==> src/rtl/mux_sel_rr_arbiter.sv <==
// mux_sel_rr_arbiter: round-robin arbiter driving a 4:1 mux select with valid/ready
// handshake and a grant-hold timeout that releases a stalled winner.
module mux_sel_rr_arbiter #(
    parameter int MAX_HOLD = 8,
    parameter int CNT_W    = (MAX_HOLD > 0) ? $clog2(MAX_HOLD + 1) : 1
) (
    input  logic       clk,
    input  logic       rst_n,
    input  logic [3:0] req,
    input  logic       out_ready,
    output logic [1:0] select,
    output logic [3:0] grant,
    output logic       out_valid,
    output logic       timeout
);
    typedef enum logic {IDLE, GRANT} state_t;

    localparam logic [CNT_W-1:0] CNT_MAX = CNT_W'((MAX_HOLD > 0) ? MAX_HOLD - 1 : 0);

    state_t           state_q, state_d;
    logic [1:0]       sel_q, sel_d;
    logic [3:0]       grant_q, grant_d;
    logic             valid_q, valid_d;
    logic             timeout_q, timeout_d;
    logic [1:0]       ptr_q, ptr_d;
    logic [CNT_W-1:0] cnt_q, cnt_d;
    logic [1:0]       base, win_idx;
    logic             win_any, hs;

    assign hs   = valid_q & out_ready;
    // In GRANT the only arbitration that matters happens on a handshake, whose new pointer is sel+1
    assign base = (state_q == GRANT) ? sel_q + 2'd1 : ptr_q;

    always_comb begin
        win_any = 1'b0;
        win_idx = base;
        for (int i = 3; i >= 0; i--) begin
            if (req[base + 2'(i)]) begin
                win_any = 1'b1;
                win_idx = base + 2'(i);
            end
        end
    end

    always_comb begin
        state_d   = state_q;
        sel_d     = sel_q;
        grant_d   = grant_q;
        valid_d   = valid_q;
        timeout_d = 1'b0;
        ptr_d     = ptr_q;
        cnt_d     = cnt_q;
        if (state_q == IDLE || hs) begin
            if (state_q == GRANT) ptr_d = base;
            if (win_any) begin
                state_d = GRANT;
                sel_d   = win_idx;
                grant_d = 4'b0001 << win_idx;
                valid_d = 1'b1;
                cnt_d   = '0;
            end else begin
                state_d = IDLE;
                grant_d = '0;
                valid_d = 1'b0;
            end
        end else if (!req[sel_q]) begin
            state_d = IDLE;
            grant_d = '0;
            valid_d = 1'b0;
        end else if (MAX_HOLD > 0 && cnt_q == CNT_MAX) begin
            state_d   = IDLE;
            grant_d   = '0;
            valid_d   = 1'b0;
            timeout_d = 1'b1;
            ptr_d     = base;
        end else if (MAX_HOLD > 0) begin
            cnt_d = cnt_q + 1'b1;
        end
    end

    always_ff @(posedge clk or negedge rst_n) begin
        if (!rst_n) begin
            state_q   <= IDLE;
            sel_q     <= '0;
            grant_q   <= '0;
            valid_q   <= 1'b0;
            timeout_q <= 1'b0;
            ptr_q     <= '0;
            cnt_q     <= '0;
        end else begin
            state_q   <= state_d;
            sel_q     <= sel_d;
            grant_q   <= grant_d;
            valid_q   <= valid_d;
            timeout_q <= timeout_d;
            ptr_q     <= ptr_d;
            cnt_q     <= cnt_d;
        end
    end

    assign select    = sel_q;
    assign grant     = grant_q;
    assign out_valid = valid_q;
    assign timeout   = timeout_q;
endmodule

==> config.mk <==
export PLATFORM = sky130hd
export DESIGN_NAME = mux_sel_rr_arbiter
export DESIGN_NICKNAME = d
export VERILOG_FILES = /design/src/rtl/mux_sel_rr_arbiter.sv
export SDC_FILE = /design/constraint.sdc
export NUM_CORES = 1
export LEC_CHECK = 0
export CAP_MARGIN = 20
export CORE_MARGIN = 8
export CORE_UTILIZATION = 45
export DETAILED_ROUTE_END_ITERATION = 12
export GPL_ROUTABILITY_DRIVEN = 0
export PLACE_DENSITY = 0.81
export SLEW_MARGIN = 20
export SYNTH_ARGS = -nofsm -noshare
export SYNTH_HDL_FRONTEND = slang
export SYNTH_SLANG_ARGS = --single-unit
export TNS_END_PERCENT = 30
==> constraint.sdc <==
create_clock -name clk -period 4.2 [get_ports clk]
set_input_delay 0.63 -clock clk [delete_from_list [all_inputs] [get_ports clk]]
set_output_delay 0.63 -clock clk [all_outputs]
set_load 0.03 [all_outputs]
* After elaboration in Yosys (flattened, before gate mapping)
Index checks and enable logic that the tools add are counted.
** Word-level totals
- Bits in registers :: 14
- Output and inout port bits :: 8
- Bits of input ports :: 7
- Logic and storage cells :: 68
** Operators by class
- Eq/ne operators :: 5
- Order comparisons :: 5
- Bitwise gates (word level) :: 2
- Reduce and logical (&&, ||, !) cells :: 6
- Add/sub/neg operators :: 5
- Mux-type cells :: 38
- Shifts and indexed selects :: 1
** Operators with widths (count)
- two-way mux 4 bit :: 8
- two-way mux 2 bit :: 9
- two-way mux 1 bit :: 16
- < comparator 2 x 3 -> 1 bit (second input constant) :: 5
- binary-select mux 1 bit (select 2 bit) :: 5
- != test 2 bit (second input constant) :: 3
- AND reduction 3 bit :: 2
- adder 2 x 1 -> 2 bit (second input constant) :: 2
- adder 2 bit (second input constant) :: 2
- adder 4 x 1 -> 4 bit (second input constant) :: 1
- equality test 4 x 3 -> 1 bit (second input constant) :: 1
- nonzero test 2 bit :: 2
- left shift 1 x 2 -> 4 bit (first input constant) :: 1
- != test 3 x 2 -> 1 bit (second input constant) :: 1
- AND reduction 2 bit :: 1
- AND 1 bit :: 1
- logical OR 1 bit :: 1
- NOT 1 bit :: 1

* Logic depth before layout (Yosys ltp)
Gate-level depths: netlist of the first run.
- Depth after elaboration :: 12
- Gate-level depth with buffers :: 7
- Depth with buffers taken out :: 6

* Worst setup path before layout of the first run
Ideal clock, no wire load.
- Path kind :: register -> register
- Start :: reg sel_q[1], in the netlist select[1]
- End :: reg ptr_q[1]
- Clock period less this slack :: 1.907 ns
- Buffers on the path :: 0
- Arrival time :: 1.782 ns
- Setup time :: 0.125 ns
- Cell stages (with the launch flop) :: 5
- Path slack :: 2.293 ns
- Cells stage by stage :: dfrtp_1 mux4_2 nor2b_1 o21ai_1 mux2_2
** Between the ends
- Word-level cells in the longest chain between the ends :: 5
** RTL lines
- start, declared :: RTL line 21 : logic [1:0] sel_q, sel_d;
- start signal, assigned :: RTL line 92 : sel_q <= sel_d;
- adder 2 x 1 -> 2 bit :: RTL line 32 : assign base = (state_q == GRANT) ? sel_q + 2'd1 : ptr_q;
- two-way mux 2 bit :: RTL line 32
- two-way mux 2 bit :: RTL line 70 : end else if (MAX_HOLD > 0 && cnt_q == CNT_MAX) begin
- two-way mux 2 bit :: RTL line 66 : end else if (!req[sel_q]) begin
- two-way mux 2 bit :: RTL line 53 : if (state_q == IDLE || hs) begin
- end signal, assigned :: RTL line 96 : ptr_q <= ptr_d;
- end, declared :: RTL line 25 : logic [1:0] ptr_q, ptr_d;
Parallel ways exist; a longest one is shown, timed or not. The select of a mux whose other input is x is not followed.
A chain may end at the register's enable or synchronous reset.

* Worst setup path after layout of the first run
- Start :: reg valid_q, in the netlist out_valid
- End :: out out_valid
** RTL lines
- start, declared :: RTL line 23 : logic valid_q, valid_d;
- start signal, assigned :: RTL line 94 : valid_q <= valid_d;
- end, declared :: RTL line 13 : output logic out_valid,
No word-level cell between the ends.

==> results.yml, run 1 <==
synthesis:
  synth_top_area_cell: "dfrtp_1"
  syn_area_um2: 793.3
  synthArstFlopShare_pct: 100.0
  netlist.area_leader.share_pct: 44.16
  yosysWarnings: 0
  ys_seq_elements: 14
  synth.net_count: 87
  synthTopCellsByArea: "dfrtp_1 44%, o21ai_0 4.4%, mux2_2 4.3%, nor2b_1 3.2%, mux4_2 2.8%"
  synth_edf_count: 0
  synth.most_common_cell: "dfrtp_1"
  ys_types: 37
  synthTopCellsByCount: "14 x dfrtp_1, 7 x o21ai_0, 6 x nand2_1"
  avgSynthCellArea_um2: 10.04
  yosysSeqAreaShare_pct: 44.16
  ys.flop_type: "dfrtp_1"
  synth_cells: 79
timing:
  min_period_over_period_pct: 53.40
  final_max_slew_viol_count: 0
  period_needed_ps: 2243
  finalHoldViolations: 0
  relSlewSlack_pct: 57.83
  fin_hold_ws_ps: 501.9
  fin_tns_setup_ps: 0
  finalSetupViolations: 0
  worst_pin_slew_ps: 630.6
  fmax_mhz: 445.9
  rsz0062_at_grt: "false"
  fin_skew_ps: 6.561
setup_path:
  required_ps: 3570
  reg2regPathDepth: 4
  end_kind: "output pin"
  critical_path_depth: 1
  worstPathCellList: "clkdlybuf4s50_1"
  cp-start-kind: "register"
  max_stage_delay_ps: 750
  cp_data_arrival_time_ps: 1610
  worst_path_max_delay_cell: "clkdlybuf4s50_1"
  crit_fanout: 14
  path_buf_inv: 1
  critPathTopFamily: "buffers and inverters"
  criticalPathCategory: "reg -> out"
floorplan:
  io_pins: 15
  die_area_um2: 3362
  die_h_um: 57.99
  coreArea_um2: 1689
  num_rows: 15
  start_util_pct: 46.96
  die_w_um: 57.99
power:
  leakage_nw: 0.4003
  power_uw: 637.2
  p_per_area_nw_per_um2: 651.3
  peakVddDrop_uv: 382.7
clock_network:
  cts.reportedPaths.clkPinSlew_ps: 90
  cts_resized: 0
  cts_tree: "done"
  clk_path_buf_depth: 2
  cts.sinks: 14
  worstSkewPairLatency_ps: 280
  root_buffer: "clkbuf_4"
  numCtsBuffers: 3
  cts_htree_levels: 1
  postCtsSetupRepairBufs: 0
  holdBufCountCts: 0
global_route:
  grt_pass1_vias: 644
  gr-total-overflow: 0
  grt_max_degree: 15
  grt_pass1_wl_um: 2932
  antenna_found_initial: 0
  grt_util_all_layers_pct: 10.87
layout:
  antenna_cells: 0
  drive_gt1_share_pct: 14.74
  syn_to_final_growth_pct: 23.34
  nets: 104
detailed_routing:
  postRouteAntennaNets: 0
  drtIter0Drc: 12
  via_count: 665
  detail_route.vias_per_cell: 5.938
  totalWireLength_um: 1734
  routedWlPerCell_um: 15.48
  drt-pass1-iter-count: 4
  drc: 0
placement:
  place.port_buffers: 14
  hpwl_um: 1278
hold_path:
  min_path_cells: 2
  min_path_type: "reg -> reg"
run_status:
  status: "finished clean"
run:
  maxCapViolCount: 0
-- sequential cells by signal, indices dropped and copies added (netlist names) --
name and count:
out_valid 1, cnt_q 4, select 2, grant 4, timeout 1, ptr_q 2
-- routing by layer --
metal	track usage (%)	up-vias	wire, um
li1	-	326	-
met1	15.01	321	873
met2	15.45	16	760
met3	3.091	2	86
met4	4.196	0	14
met5	0	-	0
-- final cells by class --
type / instances / area, um2
Clock buffer: 4 / 36.28
Multi-Input combinational cell: 59 / 415.4
Inverter: 4 / 15.01
Sequential cell: 14 / 350.3
Tap cell: 17 / 21.27
Timing Repair Buffer: 14 / 140.1
Fill cell: 162 / 710.7
-- report_power, final --
group | internal [mW] | leakage [nW] | switching (mW)
combinational | 0.144 | 0.201 | 0.160
sequential | 0.178 | 0.178 | 0.0547
clock | 0.0527 | 0.0210 | 0.0478
-- layout by cell type, fill, tap and decap left out, types with 2 or more instances in the layout --
master	count
nor2_1	4
dfrtp_1	14
clkdlybuf4s50_1	14
nor4_1	2
clkbuf_4	3
a32o_1	2
o211ai_1	2
nand2_1	6
o21ai_0	7
inv_1	4
mux2_2	3
nand2b_1	3
nand3b_1	2
nor2b_1	4
a21oi_1	2
-- path summary, 6_finish.rpt --
check,start,end,slack (ps)
min,grant[2],grant[2],500
max reg2reg,select[0],grant[3],2330
min reg2reg,grant[2],grant[2],500
max in group asynchronous,rst_n,grant[3],3060
min in group asynchronous,rst_n,ptr_q[1],730
max,out_valid,out_valid,1960
-- cells by family (layout without fill, tap and decap cells) --
| group | after synthesis | count (layout) | share of synthesized area [%] |
|---|---|---|---|
| AOI/OAI and AO/OA | 22 | 22 | 20.03 |
| DFF | 14 | 14 | 44.16 |
| buffers and inverters | 6 | 22 | 3.469 |
| and+or+nand+nor | 30 | 30 | 21.45 |
| muxes | 4 | 4 | 7.097 |
| adders and majority gates | 1 | 1 | 1.577 |
| xor gates and xnor gates | 2 | 2 | 2.209 |
-- stage by stage --
step | setup WS, ps | cells | cell area [um2] | util [%]
final | 1957 | 112 | 978.4 | 57.93
after global routing | 1869 | 112 | 978.4 | 57.93
after CTS | 1956 | 112 | 978.4 | 57.93
after detailed placement | 1719 | 108 | 942.2 | 55.78
after global placement | 1755 | 108 | 942.2 | 55.78
after floorplan | 2293 | 79 | 793.3 | -
Note: power is estimated with default switching activity, not from simulation.
==> run 2, diff against run 1 <==
Settings changed: PLACE_DENSITY 0.81 to 0.83.
Clock period 4.2 ns to 1.9 ns, I/O delays scaled along.
==> results.yml, run 2 (synthesis gave the netlist of run 1 again) <==
floorplan:
  die_area_um2: 3362
  num_rows: 15
  die_w_um: 57.99
  io_pins: 15
  start_util_pct: 46.96
  die_h_um: 57.99
  coreArea_um2: 1689
layout:
  fillCellCount: 132
  nets: 114
  antenna_cells: 0
  final_common_cell: "clkdlybuf4s50_1"
  seq_area_um2: 352.8
  drive_gt1_share_pct: 26.67
  syn_to_final_growth_pct: 34.86
  most-common-layout-cells: "14 x clkdlybuf4s50_1, 12 x dfrtp_1, 10 x buf_4"
  multi_input_area_um2: 429.2
  finalNonFillerCells: 122
timing:
  fin_skew_ps: 0.6786
  period_needed_ps: 1837
  finalSetupViolations: 0
  relSlewSlack_pct: 57.61
  fin_ws_ps: 62.61
  min_period_over_period_pct: 96.70
  fmax_mhz: 544.3
  finalHoldViolations: 0
  final_max_slew_viol_count: 0
  worst_pin_slew_ps: 633.9
  rsz0062_at_grt: "false"
clock_network:
  cts_htree_levels: 1
  root_buffer: "clkbuf_4"
  cts_resized: 0
  holdBufCountCts: 0
  cts.reportedPaths.clkPinSlew_ps: 80
  worstSkewPairLatency_ps: 270
  cts.sinks: 14
  cts_tree: "done"
  clk_path_buf_depth: 2
  postCtsSetupRepairBufs: 0
  numCtsBuffers: 3
setup_path:
  r2r_slack_ps: 100
  required_ps: 2070
  reg2reg_from: "select[1]"
  reg2regPathDepth: 4
  worstPathCellList: "clkdlybuf4s50_1 > inv_1 > o311a_1 > or4_4 > a32o_1"
  critPathTopFamily: "buffers and inverters"
  path_buf_inv: 2
  critical_path_depth: 5
  cp_data_arrival_time_ps: 2010
  r2r-end: "grant[3]"
  criticalPathCategory: "in -> reg"
  cp-start-kind: "primary input"
  max_stage_delay_ps: 580
  worst_path_max_delay_cell: "clkdlybuf4s50_1"
  end_kind: "register"
  crit_fanout: 6
power:
  peakVddDrop_uv: 823.0
  p_per_area_nw_per_um2: 1394
  power_mw: 1.491
  leakage_nw: 0.4550
global_route:
  gr-total-overflow: 0
  grt_pass1_vias: 703
  antenna_found_initial: 0
  grt_pass1_wl_um: 3049
  grt_util_all_layers_pct: 11.68
  grt_max_degree: 15
hold_path:
  min_path_type: "in -> async"
detailed_routing:
  drc: 0
  drt-pass1-iter-count: 4
  detail_route.vias_per_cell: 5.910
  totalWireLength_um: 1920
  via_count: 721
  drtIter0Drc: 16
  postRouteAntennaNets: 0
  routedWlPerCell_um: 15.74
run:
  maxCapViolCount: 0
run_status:
  status: "finished clean"
placement:
  dpl.cell_count: 118
  dpl_worst_slack_ps: -187.6
  hpwl_um: 1408
  place.port_buffers: 14
==> run 2: cell types whose count changed in the layout (fill, tap and decap cells not counted), sizes merged <==
cell	delta
buf	+10
==> run 2: cell type report <==
cell class / instances / area share (%)
flip-flops and latches: 14 / 32.98
clock buffers: 4 / 3.392
multi-input cells: 59 / 40.12
well taps: 17 / 1.988
inverters: 4 / 1.404
repair buffers: 24 / 20.12
==> run 2: power breakdown <==
group	switching (mW)	total [mW]	internal [mW]
clock network	0.0932	0.210	0.116
logic	0.396	0.772	0.376
registers	0.113	0.510	0.397
==> run 2: worst max-delay path by stage <==
stage          startpoint   endpoint  slack (ps)
2_1_floorplan   out_valid   grant[3]          60
3_3_place_gp       req[1]   ptr_q[1]        -130
3_5_place_dp       req[0]   ptr_q[1]        -190
4_1_cts         out_valid  out_valid          10
5_1_grt            req[0]   cnt_q[2]         0.6
6_report           req[0]   grant[3]          60
==> run 2: metrics by stage <==
step / hold WS, ps / cell area (um2) / TNS (ps) / util (%)
floorplan: -10.59 / 794.5 / 0 / -
global placement: 464.0 / 1018 / -811.7 / 60.30
detailed placement: 482.2 / 1018 / -1590 / 60.30
CTS: 412.5 / 1055 / 0 / 62.44
global route: 445.9 / 1070 / 0 / 63.33
finish: 399.4 / 1070 / 0 / 63.33
==> run 2: per-layer routing <==
layer	track usage [%]	wire, um
met4	7.343	25
met1	13.80	875
met5	0	0
met2	19.11	900
met3	1.987	118
==> run 2: worst register-to-register path: stages, from the launching register on <==
cell	delay, ps
dfrtp_2	470
xnor2_2	240
a221oi_1	180
or4_4	540
a32o_1	260
